`src/rtl/ysyx_24110006_axi_arbiter_pkg.sv`:
```
// Shared types and AXI constants for the IFU/LSU memory-bus arbiter.
package ysyx_24110006_axi_arbiter_pkg;

  typedef enum logic [1:0] {
    StIdle  = 2'd0,
    StIfuRd = 2'd1,
    StLsuRd = 2'd2,
    StLsuWr = 2'd3
  } arb_state_e;

  typedef enum logic {
    GrantIfu = 1'b0,
    GrantLsu = 1'b1
  } grant_e;

  localparam logic [2:0] SIZE_WORD  = 3'b010;
  localparam logic [1:0] BURST_INCR = 2'b01;
  localparam logic [1:0] RESP_OKAY  = 2'b00;

endpackage

```
`src/rtl/ysyx_24110006_arb_prio.sv`:
```
// Grant decision: picks the next owner from the pending requests and the last grant.
module ysyx_24110006_arb_prio
  import ysyx_24110006_axi_arbiter_pkg::*;
#(
  parameter int unsigned FAIR = 1
) (
  input  logic       req_ifu_i,
  input  logic       req_lsu_r_i,
  input  logic       req_lsu_w_i,
  input  grant_e     last_grant_i,
  output arb_state_e grant_state_o
);

  arb_state_e lsu_state;
  logic       req_lsu;
  logic       lsu_first;

  // Writes beat reads inside the LSU so stores drain before dependent loads.
  assign lsu_state = req_lsu_w_i ? StLsuWr : StLsuRd;
  assign req_lsu   = req_lsu_r_i | req_lsu_w_i;
  assign lsu_first = (FAIR == 0) || (last_grant_i == GrantIfu);

  always_comb begin
    grant_state_o = StIdle;
    if (req_ifu_i && req_lsu) begin
      grant_state_o = lsu_first ? lsu_state : StIfuRd;
    end else if (req_ifu_i) begin
      grant_state_o = StIfuRd;
    end else if (req_lsu) begin
      grant_state_o = lsu_state;
    end
  end

endmodule

```
`src/rtl/ysyx_24110006_axi_arbiter.sv`:
```
// Two-master AXI arbiter: IFU reads and LSU reads/writes share one slave bus.
module ysyx_24110006_axi_arbiter
  import ysyx_24110006_axi_arbiter_pkg::*;
#(
  parameter int unsigned FAIR = 1
) (
  input  logic        i_clock,
  input  logic        i_reset,
  input  logic [31:0] i_m0_araddr,
  input  logic        i_m0_arvalid,
  input  logic [3:0]  i_m0_arid,
  input  logic [7:0]  i_m0_arlen,
  input  logic [2:0]  i_m0_arsize,
  input  logic [1:0]  i_m0_arburst,
  output logic        o_m0_arready,
  output logic [31:0] o_m0_rdata,
  output logic        o_m0_rvalid,
  output logic [1:0]  o_m0_rresp,
  output logic [3:0]  o_m0_rid,
  output logic        o_m0_rlast,
  input  logic        i_m0_rready,
  input  logic [31:0] i_m1_araddr,
  input  logic        i_m1_arvalid,
  input  logic [3:0]  i_m1_arid,
  input  logic [7:0]  i_m1_arlen,
  input  logic [2:0]  i_m1_arsize,
  input  logic [1:0]  i_m1_arburst,
  output logic        o_m1_arready,
  output logic [31:0] o_m1_rdata,
  output logic        o_m1_rvalid,
  output logic [1:0]  o_m1_rresp,
  output logic [3:0]  o_m1_rid,
  output logic        o_m1_rlast,
  input  logic        i_m1_rready,
  input  logic [31:0] i_m1_awaddr,
  input  logic        i_m1_awvalid,
  input  logic [3:0]  i_m1_awid,
  input  logic [7:0]  i_m1_awlen,
  input  logic [2:0]  i_m1_awsize,
  input  logic [1:0]  i_m1_awburst,
  output logic        o_m1_awready,
  input  logic [31:0] i_m1_wdata,
  input  logic [3:0]  i_m1_wstrb,
  input  logic        i_m1_wvalid,
  input  logic        i_m1_wlast,
  output logic        o_m1_wready,
  output logic        o_m1_bvalid,
  output logic [1:0]  o_m1_bresp,
  output logic [3:0]  o_m1_bid,
  input  logic        i_m1_bready,
  output logic [31:0] o_s_araddr,
  output logic        o_s_arvalid,
  output logic [3:0]  o_s_arid,
  output logic [7:0]  o_s_arlen,
  output logic [2:0]  o_s_arsize,
  output logic [1:0]  o_s_arburst,
  input  logic        i_s_arready,
  input  logic [31:0] i_s_rdata,
  input  logic        i_s_rvalid,
  input  logic [1:0]  i_s_rresp,
  input  logic [3:0]  i_s_rid,
  input  logic        i_s_rlast,
  output logic        o_s_rready,
  output logic [31:0] o_s_awaddr,
  output logic        o_s_awvalid,
  output logic [3:0]  o_s_awid,
  output logic [7:0]  o_s_awlen,
  output logic [2:0]  o_s_awsize,
  output logic [1:0]  o_s_awburst,
  input  logic        i_s_awready,
  output logic [31:0] o_s_wdata,
  output logic [3:0]  o_s_wstrb,
  output logic        o_s_wvalid,
  output logic        o_s_wlast,
  input  logic        i_s_wready,
  input  logic        i_s_bvalid,
  input  logic [1:0]  i_s_bresp,
  input  logic [3:0]  i_s_bid,
  output logic        o_s_bready
);

  arb_state_e state_q, state_d, prio_state;
  grant_e     last_grant_q, last_grant_d;

  ysyx_24110006_arb_prio #(
    .FAIR(FAIR)
  ) u_prio (
    .req_ifu_i    (i_m0_arvalid),
    .req_lsu_r_i  (i_m1_arvalid),
    .req_lsu_w_i  (i_m1_awvalid),
    .last_grant_i (last_grant_q),
    .grant_state_o(prio_state)
  );

  always_ff @(posedge i_clock) begin
    if (!i_reset) begin
      state_q      <= StIdle;
      last_grant_q <= GrantIfu;
    end else begin
      state_q      <= state_d;
      last_grant_q <= last_grant_d;
    end
  end

  always_comb begin
    state_d      = state_q;
    last_grant_d = last_grant_q;
    unique case (state_q)
      StIdle: begin
        state_d = prio_state;
        if (prio_state == StIfuRd) begin
          last_grant_d = GrantIfu;
        end else if (prio_state != StIdle) begin
          last_grant_d = GrantLsu;
        end
      end
      StIfuRd, StLsuRd: if (i_s_rvalid && o_s_rready && i_s_rlast) state_d = StIdle;
      StLsuWr:          if (i_s_bvalid && o_s_bready) state_d = StIdle;
      default:          state_d = StIdle;
    endcase
  end

  // Owner's channels pass straight through; everything else stays at zero.
  always_comb begin
    o_m0_arready = 1'b0;  o_m0_rdata = '0;     o_m0_rvalid = 1'b0;
    o_m0_rresp   = '0;    o_m0_rid   = '0;     o_m0_rlast  = 1'b0;
    o_m1_arready = 1'b0;  o_m1_rdata = '0;     o_m1_rvalid = 1'b0;
    o_m1_rresp   = '0;    o_m1_rid   = '0;     o_m1_rlast  = 1'b0;
    o_m1_awready = 1'b0;  o_m1_wready = 1'b0;  o_m1_bvalid = 1'b0;
    o_m1_bresp   = '0;    o_m1_bid    = '0;
    o_s_araddr   = '0;    o_s_arvalid = 1'b0;  o_s_arid    = '0;
    o_s_arlen    = '0;    o_s_arsize  = '0;    o_s_arburst = '0;
    o_s_rready   = 1'b0;
    o_s_awaddr   = '0;    o_s_awvalid = 1'b0;  o_s_awid    = '0;
    o_s_awlen    = '0;    o_s_awsize  = '0;    o_s_awburst = '0;
    o_s_wdata    = '0;    o_s_wstrb   = '0;    o_s_wvalid  = 1'b0;
    o_s_wlast    = 1'b0;  o_s_bready  = 1'b0;
    unique case (state_q)
      StIfuRd: begin
        o_s_araddr  = i_m0_araddr;  o_s_arvalid = i_m0_arvalid; o_s_arid    = i_m0_arid;
        o_s_arlen   = i_m0_arlen;   o_s_arsize  = i_m0_arsize;  o_s_arburst = i_m0_arburst;
        o_m0_arready = i_s_arready;
        o_m0_rdata  = i_s_rdata;    o_m0_rvalid = i_s_rvalid;   o_m0_rresp  = i_s_rresp;
        o_m0_rid    = i_s_rid;      o_m0_rlast  = i_s_rlast;
        o_s_rready  = i_m0_rready;
      end
      StLsuRd: begin
        o_s_araddr  = i_m1_araddr;  o_s_arvalid = i_m1_arvalid; o_s_arid    = i_m1_arid;
        o_s_arlen   = i_m1_arlen;   o_s_arsize  = i_m1_arsize;  o_s_arburst = i_m1_arburst;
        o_m1_arready = i_s_arready;
        o_m1_rdata  = i_s_rdata;    o_m1_rvalid = i_s_rvalid;   o_m1_rresp  = i_s_rresp;
        o_m1_rid    = i_s_rid;      o_m1_rlast  = i_s_rlast;
        o_s_rready  = i_m1_rready;
      end
      StLsuWr: begin
        o_s_awaddr  = i_m1_awaddr;  o_s_awvalid = i_m1_awvalid; o_s_awid    = i_m1_awid;
        o_s_awlen   = i_m1_awlen;   o_s_awsize  = i_m1_awsize;  o_s_awburst = i_m1_awburst;
        o_m1_awready = i_s_awready;
        o_s_wdata   = i_m1_wdata;   o_s_wstrb   = i_m1_wstrb;   o_s_wvalid  = i_m1_wvalid;
        o_s_wlast   = i_m1_wlast;   o_m1_wready = i_s_wready;
        o_m1_bvalid = i_s_bvalid;   o_m1_bresp  = i_s_bresp;    o_m1_bid    = i_s_bid;
        o_s_bready  = i_m1_bready;
      end
      default: ;
    endcase
  end

endmodule

```
`config.mk`:
```
export PLATFORM = sky130hd
export DESIGN_NAME = ysyx_24110006_axi_arbiter
export DESIGN_NICKNAME = d
export VERILOG_FILES = /design/src/rtl/ysyx_24110006_axi_arbiter_pkg.sv /design/src/rtl/ysyx_24110006_arb_prio.sv /design/src/rtl/ysyx_24110006_axi_arbiter.sv
export SDC_FILE = /design/constraint.sdc
export NUM_CORES = 1
export LEC_CHECK = 0
export CORE_AREA = 2 2 183 185
export CTS_BUF_LIST = sky130_fd_sc_hd__clkbuf_4
export CTS_CLUSTER_DIAMETER = 50
export DETAILED_ROUTE_END_ITERATION = 12
export DIE_AREA = 0 0 185 187
export PLACE_DENSITY = 0.46
export SYNTH_ARGS = -nofsm -noshare
export SYNTH_HDL_FRONTEND = slang
export SYNTH_SLANG_ARGS = --single-unit
```
`constraint.sdc`:
```
create_clock -name i_clock -period 4.8 [get_ports i_clock]
set_input_delay 0.48 -clock i_clock [delete_from_list [all_inputs] [get_ports i_clock]]
set_output_delay 0.48 -clock i_clock [all_outputs]
set_load 0.01 [all_outputs]
```
==> qor.yml, run 1 <==
p_leak_nw: 2.54
cp-start-kind: "flip-flop"
status: "complete, no violations"
synth.yosys.seq_area_share: 0.0269
finalCritPeriodShare: 0.659
drc: 0
htree_levels: 1
ir_worst_vdd_mv: 0.337
cts_tree: "built"
crit_chain: "inv_1 -> ha_4 -> a22oi_1 -> nor2b_1 -> clkdlybuf4s50_1"
cp_slowest_cell: "ha_4"
core-area_um2: 32900
crit_family: "adder cells"
post_cts_resized: 0
critPathKind: "flip-flop to primary output"
hp-class: "flip-flop to flip-flop"
path_buf_inv: 2
portBuffers: 473
cp_data_required_time_ns: 4.32
finalSetupTns_ns: 0
fmax_mhz: 316
grt_pass1_vias: 4074
pwr-share-seq: 0.024
r2r_start: "state_q[1]"
root_buffer: "clkbuf_4"
fin_nets: 1038
initial_core_util: 0.0680
die_x_um: 185
max_stage_delay_ns: 0.82
slew_headroom: 0.291
cts_setup_buffers: 0
detail-route-antenna-nets: 0
die_area_um2: 34600
worst_slew_pin_slew_ns: 1.06
comb_power_share: 0.951
cts_made_buffers: 3
finalPower_mw: 1.99
grt_util_all_layers: 0.0953
crit_start: "state_q[1]"
synth.distinct_cells: 19
finalSetupViolations: 0
clock_path_buffers: 2
switchingPower_mw: 0.874
grt_pass1_wl_mm: 25.2
syn_nets: 593
hold_path_startpoint: "last_grant_q"
cts.sinks: 3
sw_frac_of_total: 0.439
netlist_area_um2: 2230
n_antenna_cell: 0
synth_cells: 345
utilization: 0.227
grt-ovfl-total: 0
area_growth_pct: 234
period_minus_slack_ns: 3.16
grt_start_max_net_pins: 93
clock_power_share: 0.025
synth.avg_cell_area_um2: 6.47
end_kind: "primary output"
clk_latency_ns: 0.23
hold_viol: 0
final-max-slew-violation-count: 0
drt-initial-drc-count: 61
yosysWarnings: 0
floorplan.rows: 67
skew_ns: 0.000837
antenna_found_initial: 0
p_per_area_nw_per_um2: 267
clk_pin_slew_ns: 0.04
die_h_um: 187
synth_seq_cells: 3
wl_mm: 18.0
first_pass_iters: 4
cp_data_arrival_time_ns: 2.68
internal_power_mw: 1.12
cp_max_fo: 92
gp_congestion: 0.728
reg2reg_slack_ns: 2.28
hold_buffers: 0
via_per_inst: 3.30
place_hpwl_mm: 14.8
drive_gt1_frac: 0.0152
rsz0062_at_grt: "no"
cap_violations: 0
post_drt_wl_per_cell_um: 14.5
vias: 4079
ios: 474
per-stage QoR:
| step | setup WS (ns) | area [um2] | hold slack [ns] | cells |
|---|---|---|---|---|
| global placement | 1.81 | 7420 | 0.479 | 1233 |
| CTS | 1.55 | 7450 | 0.490 | 1237 |
| global route | 1.38 | 7450 | 0.521 | 1237 |
| detailed placement | 1.82 | 7420 | 0.483 | 1233 |
| finish | 1.64 | 7450 | 0.490 | 1237 |
| floorplan | 3.03 | 2230 | 0.454 | 345 |
synthesized netlist by cell type:
master    count  area share
dfxtp_1       3       0.027
buf_2        12       0.027
o211ai_1      1      0.0034
a221oi_4      1       0.012
nor2b_1      51        0.14
a21boi_4      1      0.0084
nand3_1       1      0.0022
o21ai_0       2      0.0045
ha_1          5       0.028
a21o_1        1      0.0034
a41o_1        1      0.0045
clkbuf_1     20       0.034
a22oi_1      51        0.17
a21oi_1       2      0.0045
nor2_1        1      0.0017
and2_1      180        0.50
clkbuf_2      3      0.0067
nand2_1       6       0.010
inv_1         3      0.0050
worst min-delay path, stage by stage (launching register included):
cell and delay (ns):
dfxtp_1 0.31, inv_1 0.07, a21oi_1 0.06
cells in the final DEF, fill, tap and decap left out, drive strengths merged, types with 2 or more instances in the layout:
| master | instances |
|---|---|
| clkdlybuf4s50 | 473 |
| and2 | 180 |
| a22oi | 51 |
| nor2b | 51 |
| nand2 | 6 |
| ha | 5 |
| clkbuf | 4 |
| inv | 3 |
| dfxtp | 3 |
| a21oi | 2 |
| o21ai | 2 |
| buf | 2 |
power by group through the flow:
stage | clock network, mW | registers, mW | logic, mW
final | 0.0493 | 0.0485 | 1.89
after global routing | 0.0551 | 0.0510 | 2.05
after CTS | 0.0524 | 0.0488 | 1.94
after detailed placement | 0 | 0.0488 | 1.93
after global placement | 0 | 0.0484 | 1.94
after floorplan | 0 | 0.0432 | 0.882
layout make-up:
class                   instances  area [um2]
clock buffers                   4        30.0
fillers                      3645       25400
inverters                       3        11.3
multi-input cells             304        2040
flip-flops and latches          3        60.1
well taps                     448         561
repair buffers                475        4750
flip-flops by register name, indices dropped and copies added (netlist names):
signal	cells
last_grant_q	1
state_q	2
worst paths after layout:
kind / end / cells after the start
max: o_s_rready / 5
min: last_grant_q / 2
min reg2reg: last_grant_q / 2
max reg2reg: state_q[0] / 6
routing by layer:
layer  vias up  part of all wire  wire length [um]  global-route usage
met5         -                 0                 0                   0
met4         0            0.0054                97              0.0113
li1       2011                 -                 -                   -
met1      1789              0.37              6700               0.104
met3         6              0.11              1990              0.0337
met2       273              0.51              9190               0.180
logic make-up (layout without fill, tap and decap cells):
kind of cell             count (synthesis)  after routing  share of synthesized area
adder cells (fa/ha/maj)                  5              5                     0.0280
flip-flops                               3              3                     0.0269
buffers and inverters                   38            482                     0.0723
AO/OA/AOI/OAI                           60             60                      0.212
AND/OR/NAND/NOR                        239            239                      0.661
No activity file was read; power rests on OpenSTA's default activity.
==> inputs of run 2 (changes only) <==
--- a/config.mk
+++ b/config.mk
@@ -5,12 +5,12 @@
 export SDC_FILE = /design/constraint.sdc
 export NUM_CORES = 1
 export LEC_CHECK = 0
-export CORE_AREA = 2 2 183 185
+export CORE_AREA = 2 2 182 184
 export CTS_BUF_LIST = sky130_fd_sc_hd__clkbuf_4
 export CTS_CLUSTER_DIAMETER = 50
 export DETAILED_ROUTE_END_ITERATION = 12
-export DIE_AREA = 0 0 185 187
-export PLACE_DENSITY = 0.46
+export DIE_AREA = 0 0 184 186
+export PLACE_DENSITY = 0.47
 export SYNTH_ARGS = -nofsm -noshare
 export SYNTH_HDL_FRONTEND = slang
 export SYNTH_SLANG_ARGS = --single-unit
==> constraint.sdc (replaced) <==
create_clock -name i_clock -period 2.9 [get_ports i_clock]
set_input_delay 0.29 -clock i_clock [delete_from_list [all_inputs] [get_ports i_clock]]
set_output_delay 0.29 -clock i_clock [all_outputs]
set_load 0.01 [all_outputs]
==> run 2 against run 1 <==
Largest power group unchanged. Highest routed layer unchanged. Final cell count shrank 2.7%. Critical path type unchanged. First-iteration DRC count is 74% higher. Cell area up 0.54%. Sequential power grew 66%.
==> qor.yml, run 2 (same netlist as run 1, synthesis figures left out) <==
clock_power_share: 0.025  # about the same
largest_register_ffs: 2  # unchanged
critPathKind: "flip-flop to primary output"
via_per_inst: 3.46  # +4.8%
end_kind: "primary output"
ios: 474  # unchanged
drc: 0  # unchanged
die_x_um: 184  # -0.54%
grt-ovfl-total: 0  # unchanged
die_h_um: 186  # -0.53%
hp-class: "flip-flop to flip-flop"
place_hpwl_mm: 16.9  # +14%
period_minus_slack_ns: 2.61
drt-initial-drc-count: 106  # +74%
num-fill-cells: 3514  # -3.6%
post_drt_wl_per_cell_um: 16.2  # +12%
cp_data_arrival_time_ns: 2.32  # -0.36 ns
grt_start_max_net_pins: 100  # +7.5%
root_buffer: "clkbuf_4"
htree_levels: 1  # unchanged
setup_slack_ns: 0.292  # -1.34 ns
portBuffers: 473  # unchanged
finalSetupTns_ns: 0  # unchanged
post_cts_resized: 0  # unchanged
gp_congestion: 0.712  # -2.3%
rsz0062_at_grt: "no"
floorplan.rows: 66  # -1.5%
clock_path_buffers: 2  # unchanged
grt_pass1_wl_mm: 26.3  # +4.4%
final-max-slew-violation-count: 0  # unchanged
final_common_cell: "clkdlybuf4s50_1"
clk_pin_slew_ns: 0.04  # about the same
finalCritPeriodShare: 0.899
hold_viol: 0  # unchanged
worstReg2RegEnd: "state_q[0]"
wl_mm: 19.5  # +8.4%
r2r_start: "state_q[1]"
status: "complete, no violations"
first_pass_iters: 4  # unchanged
fmax_mhz: 383
reg_top3: "state_q: 2 flops, last_grant_q: 1 flops"
cp_max_fo: 16  # -83%
worst_hold_path.num_cells: 2  # unchanged
ff2ff_path_depth: 7  # +1
antenna_found_initial: 1  # +1
hold_buffers: 0  # unchanged
finalSetupViolations: 0  # unchanged
internal_power_mw: 1.94  # +74%
sw_frac_of_total: 0.434  # -0.00469
cts_tree: "built"
cap_violations: 0  # unchanged
ir_worst_vdd_mv: 0.285  # -15%
grt_pass1_vias: 4332  # +6.3%
hold_path_startpoint: "last_grant_q"
grt_util_all_layers: 0.103  # +0.00733
comb_power_share: 0.952  # about the same
drive_gt1_frac: 0.0214  # +0.00620
p_leak_nw: 2.58  # +1.5%
top_register: "state_q"
fin_nets: 1043  # +0.48%
clk_latency_ns: 0.24  # about the same
vias: 4158  # +1.9%
reg2reg_slack_ns: 0.88  # -1.40 ns
cts_made_buffers: 3  # unchanged
core-area_um2: 32200  # -2.0%
min_to: "last_grant_q"
die_area_um2: 34200  # -1.1%
cp_data_required_time_ns: 2.61  # -1.71 ns
p_per_area_nw_per_um2: 458  # +71%
worst_slew_pin_slew_ns: 0.551  # -0.511 ns
final_cell_mix: "clkdlybuf4s50_1 (473), and2_1 (180), a22oi_1 (51), nor2b_1 (51), nand2_1 (6)"
area_growth_pct: 236
cts.sinks: 3  # unchanged
slew_headroom: 0.632  # +0.341
pwr-share-seq: 0.023  # about the same
place_inst: 1198  # -2.8%
switchingPower_mw: 1.49  # +70%
initial_core_util: 0.0693  # +0.00138
post-place-ws_ns: 0.504  # -1.32 ns
cp-start-kind: "flip-flop"
skew_ns: 0.00941  # +0.00857 ns
cts_setup_buffers: 0  # unchanged
detail-route-antenna-nets: 0  # unchanged
instances_no_fill: 1203  # -2.7%
## run 2: changes by cell type in the layout (fill, tap and decap cells not counted), sizes merged
cell | previous run | this run
buf | 2 | 7
diode | 0 | 1
## run 2: cell type report
| class | count | area (um2) | area share |
|---|---|---|---|
| Antenna cell | 1 | 2.50 | 0.000334 |
| Clock buffer | 4 | 30.0 | 0.00401 |
| Inverter | 3 | 11.3 | 0.00150 |
| Multi-Input combinational cell | 304 | 2040 | 0.272 |
| Sequential cell | 3 | 60.1 | 0.00801 |
| Tap cell | 408 | 510 | 0.0681 |
| Timing Repair Buffer | 480 | 4840 | 0.646 |
## run 2: per-stage QoR
stage	power [mW]	util	hold slack [ns]	instance area, um2
2_1_floorplan	1.53	-	0.406	2230
3_5_place_dp	3.42	0.232	0.489	7460
5_1_grt	3.70	0.233	0.550	7490
4_1_cts	3.52	0.233	0.498	7490
3_3_place_gp	3.41	0.232	0.474	7460
6_report	3.43	0.233	0.495	7490
## run 2: power by group through the flow
stage | Sequential [mW] | Clock, mW | Combinational (mW)
2_1_floorplan | 0.0715 | 0 | 1.46
3_3_place_gp | 0.0803 | 0 | 3.33
3_5_place_dp | 0.0810 | 0 | 3.34
4_1_cts | 0.0803 | 0.0891 | 3.35
5_1_grt | 0.0842 | 0.0971 | 3.52
6_report | 0.0803 | 0.0853 | 3.26
## run 2: how the worst max path moves through the flow
stage | startpoint | end | depth (start not counted)
floorplan | state_q[0] | o_s_araddr[0] | 4
global placement | state_q[0] | o_s_araddr[12] | 6
detailed placement | state_q[0] | o_s_araddr[12] | 6
CTS | state_q[0] | o_s_araddr[12] | 6
global route | state_q[0] | o_s_araddr[10] | 6
finish | state_q[0] | o_s_araddr[10] | 5
## run 2: critical path, stage by stage (launching register included)
cell and delay (ns):
dfxtp_1 0.42, inv_1 0.14, ha_2 0.55, buf_4 0.24
nor2b_1 0.16, clkdlybuf4s50_1 0.56
## run 2: routing by layer
layer  track usage  share of wire  vias up
li1              -              -     2021
met1         0.101           0.35     1831
met2         0.210           0.54      294
met3        0.0309          0.097       12
met4        0.0179          0.012        0
met5             0              0        -
